## src/rtl/serial_adder_ctrl.sv

```systemverilog
// Bit-serial add/subtract controller: one fullAdder cell is reused over WIDTH
// cycles, with operand shift registers, a carry flop and a start/busy/done handshake.

module fullAdder (
  input  logic a,
  input  logic b,
  input  logic cin,
  output logic s,
  output logic cout
);
  assign s    = a ^ b ^ cin;
  assign cout = (a & b) | (cin & (a ^ b));
endmodule

// Handshake: start is sampled only in IDLE or DONE; busy marks the WIDTH RUN
// cycles; done pulses for one cycle when sum/carryout/overflow become valid,
// and those outputs hold until the next accepted start or reset.
module serial_adder_ctrl #(
  parameter int WIDTH = 8
) (
  input  logic             clk,
  input  logic             reset,
  input  logic             start,
  input  logic             subtract,
  input  logic [WIDTH-1:0] a,
  input  logic [WIDTH-1:0] b,
  output logic             busy,
  output logic             done,
  output logic [WIDTH-1:0] sum,
  output logic             carryout,
  output logic             overflow,
  output logic [1:0]       dbg_state
);
  localparam int CNT_W = (WIDTH > 1) ? $clog2(WIDTH) : 1;
  localparam logic [CNT_W-1:0] CNT_LAST   = CNT_W'(WIDTH - 1);
  localparam logic [CNT_W-1:0] CNT_PENULT = CNT_W'(WIDTH - 2);

  typedef enum logic [1:0] {
    IDLE = 2'd0,
    RUN  = 2'd1,
    DONE = 2'd2
  } state_t;

  state_t           state_q, state_d;
  logic [WIDTH-1:0] a_sr_q, a_sr_d;
  logic [WIDTH-1:0] b_sr_q, b_sr_d;
  logic [WIDTH-1:0] res_sr_q, res_sr_d;
  logic [WIDTH-1:0] sum_q, sum_d;
  logic [CNT_W-1:0] cnt_q, cnt_d;
  logic             sub_q, sub_d;
  logic             carry_q, carry_d;
  logic             c_msb_in_q, c_msb_in_d;
  logic             carryout_q, carryout_d;
  logic             overflow_q, overflow_d;

  logic cell_s;
  logic cell_cout;

  fullAdder u_cell (
    .a    (a_sr_q[0]),
    .b    (b_sr_q[0] ^ sub_q),
    .cin  (carry_q),
    .s    (cell_s),
    .cout (cell_cout)
  );

  always_comb begin
    state_d    = state_q;
    a_sr_d     = a_sr_q;
    b_sr_d     = b_sr_q;
    res_sr_d   = res_sr_q;
    sum_d      = sum_q;
    cnt_d      = cnt_q;
    sub_d      = sub_q;
    carry_d    = carry_q;
    c_msb_in_d = c_msb_in_q;
    carryout_d = carryout_q;
    overflow_d = overflow_q;

    case (state_q)
      IDLE, DONE: begin
        if (start) begin
          // Subtract is a + ~b + 1: the carry seed supplies the +1.
          a_sr_d  = a;
          b_sr_d  = b;
          sub_d   = subtract;
          carry_d = subtract;
          cnt_d   = '0;
          state_d = RUN;
        end else begin
          state_d = IDLE;
        end
      end
      RUN: begin
        res_sr_d = {cell_s, res_sr_q[WIDTH-1:1]};
        a_sr_d   = {1'b0, a_sr_q[WIDTH-1:1]};
        b_sr_d   = {1'b0, b_sr_q[WIDTH-1:1]};
        carry_d  = cell_cout;
        cnt_d    = cnt_q + 1'b1;
        // Carry leaving bit WIDTH-2 is the carry into the MSB.
        if (cnt_q == CNT_PENULT) begin
          c_msb_in_d = cell_cout;
        end
        if (cnt_q == CNT_LAST) begin
          cnt_d      = cnt_q;
          sum_d      = {cell_s, res_sr_q[WIDTH-1:1]};
          carryout_d = cell_cout;
          overflow_d = c_msb_in_q ^ cell_cout;
          state_d    = DONE;
        end
      end
      default: state_d = IDLE;
    endcase
  end

  always_ff @(posedge clk) begin
    if (reset) begin
      state_q    <= IDLE;
      a_sr_q     <= '0;
      b_sr_q     <= '0;
      res_sr_q   <= '0;
      sum_q      <= '0;
      cnt_q      <= '0;
      sub_q      <= 1'b0;
      carry_q    <= 1'b0;
      c_msb_in_q <= 1'b0;
      carryout_q <= 1'b0;
      overflow_q <= 1'b0;
    end else begin
      state_q    <= state_d;
      a_sr_q     <= a_sr_d;
      b_sr_q     <= b_sr_d;
      res_sr_q   <= res_sr_d;
      sum_q      <= sum_d;
      cnt_q      <= cnt_d;
      sub_q      <= sub_d;
      carry_q    <= carry_d;
      c_msb_in_q <= c_msb_in_d;
      carryout_q <= carryout_d;
      overflow_q <= overflow_d;
    end
  end

  assign busy      = (state_q == RUN);
  assign done      = (state_q == DONE);
  assign sum       = sum_q;
  assign carryout  = carryout_q;
  assign overflow  = overflow_q;
  assign dbg_state = state_q;
endmodule
```

## config.mk

```make
export PLATFORM = sky130hd
export DESIGN_NAME = serial_adder_ctrl
export DESIGN_NICKNAME = d
export VERILOG_FILES = /design/src/rtl/serial_adder_ctrl.sv
export SDC_FILE = /design/constraint.sdc
export NUM_CORES = 1
export LEC_CHECK = 0
export BUFFER_PORTS_ARGS = -buffer_cell sky130_fd_sc_hd__buf_4
export CORE_UTILIZATION = 48
export DETAILED_ROUTE_END_ITERATION = 12
export PLACE_DENSITY_LB_ADDON = 0.2
export REMOVE_ABC_BUFFERS = 1
export SETUP_SLACK_MARGIN = 0.15
export SYNTH_ARGS = -nofsm -noshare
export SYNTH_HDL_FRONTEND = slang
export SYNTH_SLANG_ARGS = --single-unit
```

## constraint.sdc

```tcl
create_clock -name clk -period 1.6 [get_ports clk]
set_clock_uncertainty 0.1 [all_clocks]
set_input_delay 0.16 -clock clk [delete_from_list [all_inputs] [get_ports clk]]
set_output_delay 0.16 -clock clk [all_outputs]
set_load 0.02 [all_outputs]
```

==> impl_metrics.toml <==
[detailed_routing]
routed_via_density = 5.124
drc = 0
antenna_left = 0
dr_total_vias = 1532
wl_microns = 3596
wire_per_inst_microns = 12.03
drtPass1Iterations = 5
drt-initial-drc-count = 96

[synthesis]
synthesis.area_sq_um = 1669
syn_avg_cell_area_sq_um = 8.222
ys_warn_count = 0
ys_seq_area_share_pct = 49.18
syn_inst = 203
synth-seq-cells = 41
synth.distinct_cells = 24

[floorplan]
initial_core_util_pct = 50.02
io_pins = 34
die_w_microns = 60.97
coreArea_sq_um = 3337
num_rows = 21
dieArea_sq_um = 3717
die_h_microns = 60.97

[worst_setup_path]
worstSetupEndpointType = "flip-flop"
rrSetupSlack_ps = 50
startpoint_type = "flip-flop"
r2r_end = "cnt_q[0]"
r2r-start = "cnt_q[0]"
cp_max_fo = 5
arrival_ps = 1740
critPathKind = "reg -> reg"
cp-endpoint = "cnt_q[0]"
worstPathRequired_ps = 1780
critPathLaunch = "cnt_q[0]"
reg2reg_depth = 5

[clocking]
numClockSinks = 41
cts_inserted_buffers = 5
cts_tree = "done"
cts_root_buffer = "clkbuf_4"
clockBufferDepth = 2
clk_latency_ps = 360
clk_pin_slew_ps = 110
cts_max_level = 2

[finish]
area_growth_pct = 38.01
fin_nets = 276
layout-drive-gt1-share_pct = 24.90
antennaDiodeCount = 0
mostFrequentLayoutCells = "nand2_1 (60), buf_4 (38), dfxtp_1 (37)"
final_cells = 299
final_common_cell = "nand2_1"

[sta]
worstMarginPinSlew_ps = 423.9
fin_crit_sh_pct = 97.09
setup_viol = 0
max_freq_ghz = 0.6437
rsz0062_at_grt = "yes"
finalHoldViolCount = 0
min_period_ps = 1553
finalMaxSlewViolations = 0
max-slew-margin-rel_pct = 71.74

[power_and_ir_drop]
ir_drop_mv = 0.5302
leakagePower_nw = 0.9003
total_power_mw = 2.005
power_density_nw_per_um2 = 870.5

[global_route]
track_usage_pct = 21.51
first_global_vias = 1345
grt_pass1_wl_microns = 5775
overflow = 0
antenna_found_initial = 0
grt_start_max_net_pins = 42

[min_path]
hold_path_depth = 2
hp-start = "reset"
hold_path.class = "in -> reg"

[run_status]
status = "complete, no violations"

[place]
numPortBuffers = 33
place_hpwl_microns = 2014
place_congestion = 0.6993
place_inst = 271

[job]
drv_cap = 0
[cells in the mapped netlist (all sizes together)]
| cell | number | share of area, % |
|---|---|---|
| a211oi | 3 | 1.3 |
| inv | 4 | 0.90 |
| nor2b | 2 | 0.75 |
| a2bb2oi | 1 | 0.52 |
| nand2 | 60 | 13 |
| and4 | 1 | 0.52 |
| fa | 1 | 1.2 |
| ha | 3 | 2.2 |
| buf | 10 | 3.6 |
| a21oi | 21 | 6.3 |
| a311oi | 14 | 7.3 |
| nand2b | 3 | 1.1 |
| or3b | 1 | 0.52 |
| dfxtp | 41 | 49 |
| nor4b | 1 | 0.52 |
| and3b | 1 | 0.52 |
| nand3 | 5 | 1.5 |
| xnor2 | 2 | 1.0 |
| nor3 | 1 | 0.30 |
| nand3b | 2 | 0.90 |
| clkbuf | 5 | 1.1 |
| nor2 | 19 | 4.3 |
| a31oi | 2 | 0.75 |
[metal layers]
layer / GRT usage (%) / vias to the layer above / wire length [microns]
li1: - / 788 / -
met3: 5.117 / 7 / 151
met1: 26.54 / 702 / 1679
met4: 10.71 / 0 / 48
met2: 35.16 / 35 / 1716
met5: 0 / - / 0
[state kept, by name (all words and copies together) (netlist names)]
register,cells
sum,8
a_sr_q,8
carryout,1
res_sr_q,7
b_sr_q,8
c_msb_in_q,1
sub_q,1
cnt_q,3
carry_q,1
dbg_state,2
overflow,1
[cell families (layout without fill, tap and decap cells)]
| group | Yosys count | after routing | share of synthesized area (%) |
|---|---|---|---|
| xor gates and xnor gates | 2 | 2 | 1.050 |
| adders and majority gates | 4 | 4 | 3.449 |
| DFF | 41 | 41 | 49.18 |
| and+or+nand+nor | 96 | 96 | 24.44 |
| buffers and inverters | 19 | 69 | 5.622 |
| AOI/OAI and AO/OA | 41 | 41 | 16.27 |
[layout make-up]
type | instances | area [sq um]
flip-flops and latches | 41 | 828.3
inverters | 4 | 17.52
multi-input cells | 143 | 834.6
fillers | 287 | 1033
repair buffers | 57 | 495.5
clock buffers | 7 | 65.06
well taps | 46 | 57.56
clock inverters | 1 | 5.005
[power by group]
part | switching [mW] | internal (mW) | total, mW
clock | 0.336 | 0.255 | 0.591
sequential | 0.0325 | 1.07 | 1.10
combinational | 0.154 | 0.157 | 0.311
[how the worst min path moves through the flow]
stage,to
floorplan,a_sr_q[7]
global placement,b_sr_q[7]
detailed placement,a_sr_q[7]
CTS,cnt_q[1]
global route,overflow
finish,cnt_q[1]
[what timing repair did]
action | in CTS | in global routing
resized for setup | 15 | 7
hold buffers | 17 | 0
hold endpoints to repair | 18 | 0
pin swaps | 3 | 2
buffers inserted | 2 | 1
setup endpoints to repair | 17 | 22
[through the flow]
stage	setup slack (ps)	utilization (%)	hold slack, ps	instance area [sq um]	setup TNS [ps]
2_1_floorplan	-709.3	-	129.1	1590	-8081
3_3_place_gp	-2.579	58.46	310.4	1951	-2.579
3_5_place_dp	-49.97	58.46	315.7	1951	-91.02
4_1_cts	85.54	67.64	106.2	2257	0
5_1_grt	19.05	69.03	126.6	2303	0
6_report	46.52	69.03	112.2	2303	0
[worst max-delay path, cell delays in order, from the launching register on]
cell,delay [ps]
dfxtp_2,350
ha_4,160
ha_4,180
or3b_4,420
nand2b_4,160
a21oi_2,120
No activity file was read; power rests on OpenSTA's default activity.
